<file path="src/rtl/minv_mdiv_seq_ctrl.sv">
// Sequencer for the MINV_MDIV core: latches an operand set, streams it into the
// core's 16-bit load ports, kicks the core, waits for ready and reads both results back.
module minv_mdiv_seq_ctrl #(
    parameter int NWORDS  = 16,
    parameter int RD_LAT  = 1,
    parameter int TIMEOUT = 4096
) (
    input  logic                   clk,
    input  logic                   rst,
    input  logic                   start,
    input  logic                   op_minv,
    input  logic [16*NWORDS-1:0]   a_in,
    input  logic [16*NWORDS-1:0]   b_in,
    input  logic [16*NWORDS-1:0]   p_in,
    output logic                   busy,
    output logic                   done,
    output logic                   err_timeout,
    output logic                   flag_out,
    output logic [16*NWORDS-1:0]   x1_out,
    output logic [16*NWORDS-1:0]   x2_out,
    output logic [15:0]            datain,
    output logic                   loada,
    output logic                   loadp,
    output logic                   loadb,
    output logic                   minv_mdiv_en,
    output logic                   minv_mdiv,
    output logic                   outx1,
    output logic                   outx2,
    input  logic [15:0]            regx1out,
    input  logic [15:0]            regx2out,
    input  logic                   minv_mdiv_rdy,
    input  logic                   minv_mdiv_flag
);

    localparam int OPW = 16 * NWORDS;
    localparam int WIW = (NWORDS > 1) ? $clog2(NWORDS) : 1;
    localparam int CW  = $clog2(NWORDS + RD_LAT + 1);
    localparam int TW  = $clog2(TIMEOUT + 1);

    typedef enum logic [2:0] {
        IDLE,
        LOAD_A,
        LOAD_P,
        LOAD_B,
        KICK,
        WAIT,
        READ,
        FIN
    } state_t;

    state_t           state_reg, state_next;
    logic [CW-1:0]    wcnt_reg, wcnt_next;
    logic [TW-1:0]    tmo_reg, tmo_next;

    logic [OPW-1:0]   a_reg, b_reg, p_reg;
    logic             op_reg;
    logic [OPW-1:0]   x1_sh_reg, x2_sh_reg;
    logic             flag_sh_reg;
    logic [OPW-1:0]   x1_out_reg, x2_out_reg;
    logic             flag_out_reg, err_reg;

    logic             accept, rdy_hit, capture, fin_ok, fin_to;
    logic [WIW-1:0]   wsel;

    logic [15:0]      a_words [NWORDS];
    logic [15:0]      p_words [NWORDS];
    logic [15:0]      b_words [NWORDS];

    for (genvar gi = 0; gi < NWORDS; gi++) begin : g_words
        assign a_words[gi] = a_reg[16*gi +: 16];
        assign p_words[gi] = p_reg[16*gi +: 16];
        assign b_words[gi] = b_reg[16*gi +: 16];
    end

    // The word counter doubles as the load word index; only its low bits address a word.
    assign wsel = wcnt_reg[WIW-1:0];

    always_comb begin
        state_next   = state_reg;
        wcnt_next    = wcnt_reg;
        tmo_next     = tmo_reg;
        busy         = (state_reg != IDLE);
        done         = 1'b0;
        datain       = 16'h0000;
        loada        = 1'b0;
        loadp        = 1'b0;
        loadb        = 1'b0;
        minv_mdiv_en = 1'b0;
        minv_mdiv    = (state_reg != IDLE) ? op_reg : 1'b0;
        outx1        = 1'b0;
        outx2        = 1'b0;
        accept       = 1'b0;
        rdy_hit      = 1'b0;
        capture      = 1'b0;
        fin_ok       = 1'b0;
        fin_to       = 1'b0;

        case (state_reg)
            IDLE: begin
                if (start) begin
                    accept     = 1'b1;
                    state_next = LOAD_A;
                    wcnt_next  = '0;
                end
            end
            LOAD_A: begin
                loada  = 1'b1;
                datain = a_words[wsel];
                if (wcnt_reg == CW'(NWORDS - 1)) begin
                    state_next = LOAD_P;
                    wcnt_next  = '0;
                end else begin
                    wcnt_next = wcnt_reg + CW'(1);
                end
            end
            LOAD_P: begin
                loadp  = 1'b1;
                datain = p_words[wsel];
                if (wcnt_reg == CW'(NWORDS - 1)) begin
                    state_next = op_reg ? KICK : LOAD_B;
                    wcnt_next  = '0;
                end else begin
                    wcnt_next = wcnt_reg + CW'(1);
                end
            end
            LOAD_B: begin
                loadb  = 1'b1;
                datain = b_words[wsel];
                if (wcnt_reg == CW'(NWORDS - 1)) begin
                    state_next = KICK;
                    wcnt_next  = '0;
                end else begin
                    wcnt_next = wcnt_reg + CW'(1);
                end
            end
            KICK: begin
                minv_mdiv_en = 1'b1;
                tmo_next     = '0;
                state_next   = WAIT;
            end
            WAIT: begin
                tmo_next = tmo_reg + TW'(1);
                // A ready arriving on the expiry cycle still counts as success.
                if (minv_mdiv_rdy) begin
                    rdy_hit    = 1'b1;
                    wcnt_next  = '0;
                    state_next = READ;
                end else if (tmo_reg == TW'(TIMEOUT - 1)) begin
                    fin_to     = 1'b1;
                    state_next = FIN;
                end
            end
            READ: begin
                outx1   = (wcnt_reg < CW'(NWORDS));
                outx2   = (wcnt_reg < CW'(NWORDS));
                capture = (wcnt_reg >= CW'(RD_LAT));
                if (wcnt_reg == CW'(NWORDS + RD_LAT - 1)) begin
                    fin_ok     = 1'b1;
                    wcnt_next  = '0;
                    state_next = FIN;
                end else begin
                    wcnt_next = wcnt_reg + CW'(1);
                end
            end
            FIN: begin
                done       = 1'b1;
                state_next = IDLE;
            end
            default: begin
                state_next = IDLE;
            end
        endcase
    end

    always_ff @(posedge clk or posedge rst) begin
        if (rst) begin
            state_reg    <= IDLE;
            wcnt_reg     <= '0;
            tmo_reg      <= '0;
            a_reg        <= '0;
            b_reg        <= '0;
            p_reg        <= '0;
            op_reg       <= 1'b0;
            x1_sh_reg    <= '0;
            x2_sh_reg    <= '0;
            flag_sh_reg  <= 1'b0;
            x1_out_reg   <= '0;
            x2_out_reg   <= '0;
            flag_out_reg <= 1'b0;
            err_reg      <= 1'b0;
        end else begin
            state_reg <= state_next;
            wcnt_reg  <= wcnt_next;
            tmo_reg   <= tmo_next;

            if (accept) begin
                a_reg   <= a_in;
                b_reg   <= b_in;
                p_reg   <= p_in;
                op_reg  <= op_minv;
                err_reg <= 1'b0;
            end

            if (rdy_hit) begin
                flag_sh_reg <= minv_mdiv_flag;
            end

            // Words arrive low first, so shifting in at the top leaves word 0 at the bottom.
            if (capture) begin
                x1_sh_reg <= {regx1out, x1_sh_reg[OPW-1:16]};
                x2_sh_reg <= {regx2out, x2_sh_reg[OPW-1:16]};
            end

            if (fin_ok) begin
                x1_out_reg   <= {regx1out, x1_sh_reg[OPW-1:16]};
                x2_out_reg   <= {regx2out, x2_sh_reg[OPW-1:16]};
                flag_out_reg <= flag_sh_reg;
                err_reg      <= 1'b0;
            end

            if (fin_to) begin
                x1_out_reg   <= '0;
                x2_out_reg   <= '0;
                flag_out_reg <= 1'b0;
                err_reg      <= 1'b1;
            end
        end
    end

    assign x1_out      = x1_out_reg;
    assign x2_out      = x2_out_reg;
    assign flag_out    = flag_out_reg;
    assign err_timeout = err_reg;

endmodule

</file>
<file path="config.mk">
export PLATFORM = sky130hd
export DESIGN_NAME = minv_mdiv_seq_ctrl
export DESIGN_NICKNAME = d
export VERILOG_FILES = /design/src/rtl/minv_mdiv_seq_ctrl.sv
export SDC_FILE = /design/constraint.sdc
export NUM_CORES = 2
export LEC_CHECK = 0
export ABC_AREA = 1
export CAP_MARGIN = 20
export CORE_AREA = 2 2 523 525
export CTS_CLUSTER_DIAMETER = 60
export CTS_CLUSTER_SIZE = 8
export DETAILED_ROUTE_END_ITERATION = 10
export DIE_AREA = 0 0 525 527
export PLACE_DENSITY_LB_ADDON = 0.1
export SKIP_CTS_REPAIR_TIMING = 1
export SYNTH_ARGS = -nofsm -noshare
export SYNTH_HDL_FRONTEND = slang
export SYNTH_SLANG_ARGS = --single-unit
</file>
<file path="constraint.sdc">
create_clock -name clk -period 99.3 [get_ports clk]
set_input_delay 14.895 -clock clk [delete_from_list [all_inputs] [get_ports clk]]
set_output_delay 14.895 -clock clk [all_outputs]
set_load 0.005 [all_outputs]
</file>
==> results.md <==
- Status: completed
- Root buf cell: clkbuf_16
- Routed WL per cell: 24.8 um
- Fmax: approximately 0.05 GHz
- Avg Inst Size Synth: 8.99 sq um
- H-tree depth: 5
- Setup crit end kind: primary output
- PwrDens: roughly 29 mW/mm^2
- Synth warnings: 0
- Arrival time at the worst endpoint: between 5 and 6 ns
- Insertion delay to the later sink of the worst-skew pair: about 0.94 ns
- Placer Congestion: 0.870
- Leakage: 0.0480 uW
- Die W: 525 um
- Storage element area: ~0.045 sq mm
- RR Endpoint: x1_sh_reg[73]
- Largest net degree at the start of global routing: 230
- Clock transition at path regs: 0.05 ns
- Area Growth Syn to Fin: 31.3%
- Num CTS Buffers: 282
- Syn Nets: 9,295
- Core Box Area: roughly 0.27 sq mm
- RSZ-0062 raised after global routing: false
- Share of layout cells above drive strength 1: 0.0881
- Port bufs: 1,344
- Multi-input logic area: 0.0261 sq mm
- WP data required: 84.40 ns
- Worst vdd ir: 21.1 uV
- Residual DRC: 0
- Post-synth top area cell: dfrtp_1
- Post-route insts no fill: between 10,000 and 15,000
- Hold/Removal Path Class: register to register
- FP Rows: around 190
- Starting density of the core: 0.281
- Sequential share of the synthesized area: 0.586
- Antenna viol nets, final: 0
- Crit start category: register
- Initial antenna violation count: 59
- HPWL after DPL: 236,000 um
- Mapped cell area: ~0.076 sq mm
- Max Fanout on Critical Path: 157
- Synth top area share: 0.586
- Number of library cell types mapped by synthesis: 33
- Worst-Margin Slew: roughly 1.1 ns
- HP Start: x1_sh_reg[49]
- Area contributors post-synth: dfrtp_1 (59%), nand2_1 (11%), a21oi_1 (8.3%), mux2_2 (6.4%), nor2_1 (4.0%)
- Final setup violating endpoints: 0
- Worst r2r src: wcnt_reg[0]
- Reg2reg setup slack: approximately 93 ns
- Grt ovf: 0
- Vias in the first global route: 63,800
- Total track usage: 0.233
- Vias/cell: 4.70
- CTS tree: built
- Normalized max-slew margin: 0.265
- Sink count of the clock tree: 1,785
- Boundary pin count: about 1,300
- Clk buf depth: 4
- Starting DRT DRC Count: between 4,000 and 5,000
- Die area: 0.277 sq mm
- Gate Count Post-Synth: roughly 8,500
- Final WL: 330,000 um
- Placed Instances: 12,900
- Min Tclk post-route: 20.27 ns
- Fin. Hold Viols: 0
- Via count: 62,500
- Fin crit share: 0.204
- Setup_tns: 0 ns
- First-pass GRT wire length: 469,000 um
- Max Cap Viol: 0
- Clock Skew: ~0.11 ns
- Critical path type: register to primary output
- Router iterations before antenna repair: 6
- R2R cell count: 9
- Hold Path Depth: 1
- Worst hold endpoint: x1_sh_reg[33]
- Fin nets: 10,500
- Flops & latches, synth: 1,785
- Layout fillers: 27,800
- Die Span Y: around 530 um
- Max-slew violation count: 0
worst max-delay path, cell delays in order, from the launching register on:
cell and delay, ns:
dfrtp_4 0.78, buf_12 0.61, buf_4 0.78, nand2_1 0.12
nand3_1 0.12, nand2_1 0.07, nand2_1 0.28, nand4_1 0.20
nand2_1 0.10, nand3_1 0.43, clkdlybuf4s50_1 0.74
how the worst max path moves through the flow:
stage / slack, ns / start / endpoint
2_1_floorplan: 34.01 / rst / a_reg[0]
3_3_place_gp: 79.09 / rst / x1_out[10]
3_5_place_dp: 79.02 / rst / x1_out[10]
4_1_cts: 78.97 / wcnt_reg[0] / datain[8]
5_1_grt: 78.85 / wcnt_reg[0] / datain[8]
6_report: 79.03 / wcnt_reg[0] / datain[8]
placed cells by master, fill, tap and decap left out, drive strengths merged, types with 2 or more instances in the layout:
cell and n:
mux2 462, diode 21, clkinvlp 4, a21oi 1265, clkdlybuf4s50 1344, clkinv 12, clkbuf 302, buf 80
nor3 2, nor2 808, nand4 20, o31ai 2, o22ai 2, dfrtp 1785, bufinv 2, o21ai 145
nand2 2268, inv 784, nand3 386, xor2 2, ha 6
layer usage:
metal | wire length, um | GRT usage
met5 | 81 | 0
met4 | 11500 | 0.0794
met3 | 26700 | 0.0763
met2 | 161000 | 0.393
met1 | 131000 | 0.277
layout make-up:
type                    count  area share
flip-flops and latches   1785       0.446
repair buffers           1424       0.143
inverters                 778      0.0295
clock buffers             302      0.0722
clock inverters            24     0.00325
well taps                3589      0.0448
multi-input cells        5373       0.261
diodes                     21    0.000525
stage by stage:
stage	total power, uW	utilization	instance area (sq um)	hold WS [ns]	setup slack, ns
finish	2950	0.369	100000	0.470	79.03
global route	3140	0.368	100000	0.503	78.85
CTS	3000	0.368	100000	0.474	78.97
detailed placement	2130	0.340	92400	0.481	79.02
global placement	2120	0.340	92400	0.475	79.09
floorplan	1660	-	76200	0.453	34.01
synth_stat cells, drive strengths merged:
cell type,number
a21oi,1265
a22oi,1
buf,368
clkbuf,179
dfrtp,1785
ha,6
inv,778
mux2,462
nand2,2268
nand3,386
nand3b,1
nand4,20
nor2,808
nor3,2
o211ai,1
o21ai,145
o21bai,1
o221ai,1
o22ai,2
o31ai,2
xor2,2
cells by family (layout without fill, tap and decap cells):
group / count (synthesis) / in the layout / synth area share
buffers and inverters: 1325 / 2528 / 0.0720
adder cells (fa/ha/maj): 6 / 6 / 0.000985
AO/OA/AOI/OAI: 1418 / 1418 / 0.0933
flip-flops: 1785 / 1785 / 0.586
multiplexers: 462 / 462 / 0.0682
XOR/XNOR: 2 / 2 / 0.000230
other: 0 / 21 / 0
AND/OR/NAND/NOR: 3485 / 3485 / 0.179
where the power goes:
part           internal [uW]  switching [uW]
Combinational            367             629
Clock                    515             336
Sequential               976             130
No activity file was read; power rests on OpenSTA's default activity.
